--- src/rtl/ram_port_arbiter_pkg.sv ---
// Shared types and default sizing for the RAM port arbiter.
// The FSM encoding lives here so the arbiter and any tooling agree on it.
package ram_port_arbiter_pkg;

    typedef enum logic [1:0] {
        ST_OPEN  = 2'd0,
        ST_LOCK0 = 2'd1,
        ST_LOCK1 = 2'd2
    } arb_state_t;

    localparam int DEF_AW       = 6;
    localparam int DEF_DW       = 8;
    localparam int DEF_LOCK_MAX = 16;

    function automatic arb_state_t lock_state(input logic id);
        return id ? ST_LOCK1 : ST_LOCK0;
    endfunction

endpackage

--- src/rtl/ram_port_arbiter_rr_arb2.sv ---
// Two-way round-robin grant: masked valids, tie goes to the requester
// that was not granted last.
module rr_arb2 (
    input  logic [1:0] valid,
    input  logic       last_grant,
    input  logic [1:0] mask,
    output logic [1:0] gnt
);

    logic [1:0] elig;

    always_comb begin
        elig = valid & mask;
        gnt  = elig;
        if (elig == 2'b11) begin
            gnt = last_grant ? 2'b01 : 2'b10;
        end
    end

endmodule

--- src/rtl/ram_port_arbiter.sv ---
// Round-robin arbiter/sequencer in front of a single-port synchronous RAM,
// with lock ownership for read-modify-write and routed read responses.
module ram_port_arbiter
    import ram_port_arbiter_pkg::*;
#(
    parameter int AW       = DEF_AW,
    parameter int DW       = DEF_DW,
    parameter int LOCK_MAX = DEF_LOCK_MAX
) (
    input  logic          clk,
    input  logic          rst,
    input  logic          req0_valid,
    output logic          req0_ready,
    input  logic          req0_we,
    input  logic          req0_lock,
    input  logic [AW-1:0] req0_addr,
    input  logic [DW-1:0] req0_wdata,
    input  logic          req1_valid,
    output logic          req1_ready,
    input  logic          req1_we,
    input  logic          req1_lock,
    input  logic [AW-1:0] req1_addr,
    input  logic [DW-1:0] req1_wdata,
    output logic          rsp0_valid,
    output logic [DW-1:0] rsp0_data,
    output logic          rsp1_valid,
    output logic [DW-1:0] rsp1_data,
    output logic          ram_we,
    output logic [AW-1:0] ram_addr,
    output logic [DW-1:0] ram_wdata,
    input  logic [DW-1:0] ram_rdata,
    output logic          lock_timeout
);

    localparam int CW = $clog2(LOCK_MAX);
    localparam logic [CW-1:0] CNT_LAST = CW'(LOCK_MAX - 1);

    arb_state_t    state_q, state_d;
    logic [CW-1:0] cnt_q;
    logic          last_q, last_d;
    logic [1:0]    mask, gnt;
    logic          accept, acc_id, sel_we, sel_lock;
    logic [AW-1:0] sel_addr, addr_q;
    logic [DW-1:0] sel_wdata, wdata_q;
    logic          vld_p0, owner_p0;
    logic [1:0]    vld_p1;
    logic [DW-1:0] data0_p1, data1_p1;

    always_comb begin
        case (state_q)
            ST_LOCK0: mask = 2'b01;
            ST_LOCK1: mask = 2'b10;
            default:  mask = 2'b11;
        endcase
    end

    rr_arb2 u_arb (
        .valid      ({req1_valid, req0_valid}),
        .last_grant (last_q),
        .mask       (mask),
        .gnt        (gnt)
    );

    // Readies stay low while reset is asserted, even though it is asynchronous.
    assign req0_ready = gnt[0] & ~rst;
    assign req1_ready = gnt[1] & ~rst;
    assign accept     = req0_ready | req1_ready;
    assign acc_id     = req1_ready;

    assign sel_we    = acc_id ? req1_we    : req0_we;
    assign sel_lock  = acc_id ? req1_lock  : req0_lock;
    assign sel_addr  = acc_id ? req1_addr  : req0_addr;
    assign sel_wdata = acc_id ? req1_wdata : req0_wdata;

    assign ram_we    = accept & sel_we;
    assign ram_addr  = accept ? sel_addr  : addr_q;
    assign ram_wdata = accept ? sel_wdata : wdata_q;

    always_comb begin
        state_d      = state_q;
        last_d       = last_q;
        lock_timeout = 1'b0;
        if (accept) begin
            last_d = acc_id;
        end
        case (state_q)
            ST_OPEN: begin
                if (accept && sel_lock) begin
                    state_d = lock_state(acc_id);
                end
            end
            ST_LOCK0, ST_LOCK1: begin
                // An owner unlocking on the last allowed cycle is a normal release.
                if (accept && !sel_lock) begin
                    state_d = ST_OPEN;
                end else if (cnt_q == CNT_LAST) begin
                    state_d      = ST_OPEN;
                    lock_timeout = 1'b1;
                    last_d       = (state_q == ST_LOCK1);
                end
            end
            default: state_d = ST_OPEN;
        endcase
    end

    always_ff @(posedge clk or posedge rst) begin
        if (rst) begin
            state_q <= ST_OPEN;
            cnt_q   <= '0;
            last_q  <= 1'b1;
            addr_q  <= '0;
            wdata_q <= '0;
        end else begin
            state_q <= state_d;
            last_q  <= last_d;
            cnt_q   <= (state_q == ST_OPEN) ? '0 : cnt_q + 1'b1;
            if (accept) begin
                addr_q  <= sel_addr;
                wdata_q <= sel_wdata;
            end
        end
    end

    // p0: read accepted, RAM samples the address; p1: RAM data captured per owner
    always_ff @(posedge clk or posedge rst) begin
        if (rst) begin
            vld_p0   <= 1'b0;
            owner_p0 <= 1'b0;
            vld_p1   <= 2'b00;
            data0_p1 <= '0;
            data1_p1 <= '0;
        end else begin
            vld_p0 <= accept & ~sel_we;
            if (accept) begin
                owner_p0 <= acc_id;
            end
            vld_p1 <= {vld_p0 & owner_p0, vld_p0 & ~owner_p0};
            if (vld_p0 && !owner_p0) begin
                data0_p1 <= ram_rdata;
            end
            if (vld_p0 && owner_p0) begin
                data1_p1 <= ram_rdata;
            end
        end
    end

    assign rsp0_valid = vld_p1[0];
    assign rsp1_valid = vld_p1[1];
    assign rsp0_data  = data0_p1;
    assign rsp1_data  = data1_p1;

endmodule

--- config.mk ---
export PLATFORM = sky130hd
export DESIGN_NAME = ram_port_arbiter
export DESIGN_NICKNAME = d
export VERILOG_FILES = /design/src/rtl/ram_port_arbiter_pkg.sv /design/src/rtl/ram_port_arbiter_rr_arb2.sv /design/src/rtl/ram_port_arbiter.sv
export SDC_FILE = /design/constraint.sdc
export NUM_CORES = 1
export LEC_CHECK = 0
export CAP_MARGIN = 20
export CELL_PAD_IN_SITES_DETAIL_PLACEMENT = 0
export CELL_PAD_IN_SITES_GLOBAL_PLACEMENT = 1
export CORE_UTILIZATION = 32
export DETAILED_ROUTE_END_ITERATION = 12
export GPL_TIMING_DRIVEN = 0
export PLACE_DENSITY_LB_ADDON = 0.1
export SETUP_SLACK_MARGIN = 0.5
export SLEW_MARGIN = 20
export SYNTH_ARGS = -nofsm -noshare
export SYNTH_HDL_FRONTEND = slang
export SYNTH_SLANG_ARGS = --single-unit
--- constraint.sdc ---
create_clock -name clk -period 2.65 [get_ports clk]
set_input_delay 0.265 -clock clk [delete_from_list [all_inputs] [get_ports clk]]
set_output_delay 0.265 -clock clk [all_outputs]
set_load 0.01 [all_outputs]
==> impl_metrics.json <==
{
  "worstSetupPathType": "flop to output port",
  "irDropWorstVdd_v": 0.0004570,
  "post_dp_cell_area_um2": 2709,
  "fmax_mhz": 412.3,
  "holdBufCountCts": 0,
  "initial_core_util_pct": 33.04,
  "synth.distinct_cells": 31,
  "drv_slew": 0,
  "cap_violations": 0,
  "layout-drive-gt1-share_pct": 37.35,
  "slew_headroom_pct": 57.52,
  "cp_slowest_stage_delay_ns": 0.51,
  "num_vias": 1606,
  "cp_max_fo": 4,
  "place_hpwl_um": 3340,
  "synth_top_area_share_pct": 55.36,
  "status": "completed",
  "wl_per_cell_um": 14.72,
  "netlist_area_um2": 1808,
  "grt_pass1_vias": 1701,
  "io_pins": 80,
  "tightest_slew_ns": 0.6318,
  "path_clk_slew_ns": 0.08,
  "n_antenna_cell": 0,
  "required_ns": 2.38,
  "p_total_uw": 2870,
  "syn_nets": 191,
  "hold_viol": 0,
  "cts_tree": "done",
  "clock_latency_ns": 0.29,
  "powerDensity_nw_per_um2": 924.1,
  "finalSetupViolCount": 0,
  "numCtsBuffers": 5,
  "drc_errors": 0,
  "chipHeight_um": 77.17,
  "gr-total-overflow": 0,
  "final.min_clock_period_ns": 2.425,
  "via_per_inst": 4.881,
  "finalNetCount": 304,
  "core-area_um2": 5473,
  "cts.sinks": 41,
  "row_count": 27,
  "fin_crit_sh_pct": 91.52,
  "firstDrtPassIters": 4,
  "final_cell_mix": "clkdlybuf4s50_1, dfrtp_1, buf_4",
  "holdCritPathClass": "flop to flop",
  "post-route-cell-area_um2": 3105,
  "track_usage_pct": 17.04,
  "htree_levels": 2,
  "yosysSeqAreaShare_pct": 56.82,
  "rsz0062_at_grt": "yes",
  "synth_warnings": 0,
  "critPathArrivalTime_ns": 2.16,
  "area_growth_pct": 71.76,
  "power.leakage_uw": 0.001372,
  "synth-seq-cells": 41,
  "endpoint_kind": "output port",
  "grt_pass1_wl_um": 7907,
  "antenna_found_initial": 0,
  "avgSynthCellArea_um2": 12.64,
  "syn_inst": 143,
  "grt_max_degree": 33,
  "fp.dieW_um": 77.17,
  "place_congestion": 0.7470,
  "cp_slowest_cell": "or4b_4",
  "fin_skew_ns": 0.003393,
  "synth_largest_area_cell": "dfrtp_1",
  "first_iter_violations": 90,
  "cp-start-kind": "flop",
  "synthTopCellsByArea": "dfrtp_1, mux2_2, a221o_1",
  "io_buffers": 79,
  "holdWs_ns": 0.4577,
  "routed_wl_um": 4843,
  "final_antenna_net_count": 0,
  "layout_commonest_cell": "clkdlybuf4s50_1",
  "cts_buffer_depth": 2,
  "cp_cell_sequence": "inv_2, ha_4, and3b_2, or4b_4, a311oi_4, buf_2",
  "die_area_um2": 5954,
  "clockRootBuffer": "clkbuf_8",
  "fillCellCount": 480
}
==> cells by family after synthesis <==
logic type | Yosys count | share of synthesized area (%)
AOI/OAI and AO/OA | 23 | 11.00
xor gates and xnor gates | 2 | 0.9690
adders and majority gates | 4 | 2.768
buffers and inverters | 12 | 2.629
DFF | 41 | 56.82
muxes | 22 | 13.29
and+or+nand+nor | 39 | 12.53
==> through the flow <==
step	TNS, ns	std cells	utilization, %	worst slack (ns)
after floorplan	0	143	-	0.5476
after global placement	-2.305	294	49.13	-0.4892
after detailed placement	-2.273	295	49.50	-0.2371
after CTS	0	321	55.58	0.1512
after global routing	0	329	56.74	0.1325
final	0	329	56.74	0.2246
==> state kept, by name, indices dropped and copies added, names as in the netlist <==
name and cells:
wdata_q 8, vld_p1 2, cnt_q 4, rsp0_data 8, last_q 1, rsp1_data 8, addr_q 6, state_q 2
vld_p0 1, owner_p0 1
==> layer usage <==
layer | vias to the layer above | global-route usage (%) | share of wire (%)
li1 | 745 | - | -
met1 | 790 | 20.20 | 40
met2 | 60 | 29.03 | 51
met3 | 11 | 5.238 | 6.9
met4 | 0 | 5.849 | 1.5
met5 | - | 0 | 0
==> layout make-up <==
cell class                 count  area (um^2)  area share, %
multi-input combinational     90        813.3          26.19
clock buffer                   5        68.82          2.216
clock inverter                 3        46.29          1.491
sequential                    41         1027          33.08
tap                           72        90.09          2.901
buffer                         6        62.56          2.015
inverter                       6        22.52         0.7252
timing repair buffer         106        974.7          31.39
==> cells in the mapped netlist <==
master     count
and2_0         9
a311o_2        2
a21o_1         2
and3b_1        1
nor2_1         5
nand2b_1       2
xnor2_1        1
buf_2          2
a221o_1       10
ha_1           4
nor3_1         2
dfstp_2        1
mux2_2        16
or4bb_1        1
and2b_2        1
nand3_1        4
nand2_1        6
o21ai_0        4
a21oi_1        2
inv_1          6
dfrtp_1       40
and2_1         2
or4b_4         1
clkbuf_1       4
mux2i_1        6
a311oi_2       1
nor2b_1        2
o31ai_1        1
o2111ai_1      1
nand4_1        3
xor2_1         1
==> critical path: cells and delay by family, from the launching register on <==
family | cells | cell delay [ns]
and+or+nand+nor | 2 | 0.75
DFF | 1 | 0.42
buffers and inverters | 2 | 0.28
AOI/OAI and AO/OA | 1 | 0.27
adders and majority gates | 1 | 0.14
==> power by group <==
part	total, uW	switching [uW]	internal [uW]	leakage [uW]
Combinational	1360	564	799	0.000812
Clock	514	232	282	0.0000543
Sequential	993	121	873	0.000505
==> final timing paths <==
path,end,from,cells after the start,slack (ns)
hold reg to reg,cnt_q[0]$_DFF_PP0_,cnt_q[0]$_DFF_PP0_,1,0.46
min in group asynchronous,addr_q[1]$_DFF_PP0_,rst,2,0.48
setup reg to reg,state_q[0]$_DFFE_PP0P_,state_q[0]$_DFFE_PP0P_,7,0.58
hold / removal,cnt_q[0]$_DFF_PP0_,cnt_q[0]$_DFF_PP0_,1,0.46
setup / recovery,lock_timeout,state_q[0]$_DFFE_PP0P_,6,0.22
max in group asynchronous,last_q$_DFF_PP1_,rst,3,1.66
==> timing repair <==
item | CTS | global route
hold endpoints to repair | 0 | 0
gates resized for setup | 98 | 19
gates cloned | 0 | 1
setup endpoints to repair | 30 | 18
pin swaps | 11 | 5
buffers inserted | 18 | 7
(Power assumes the default switching activity.)
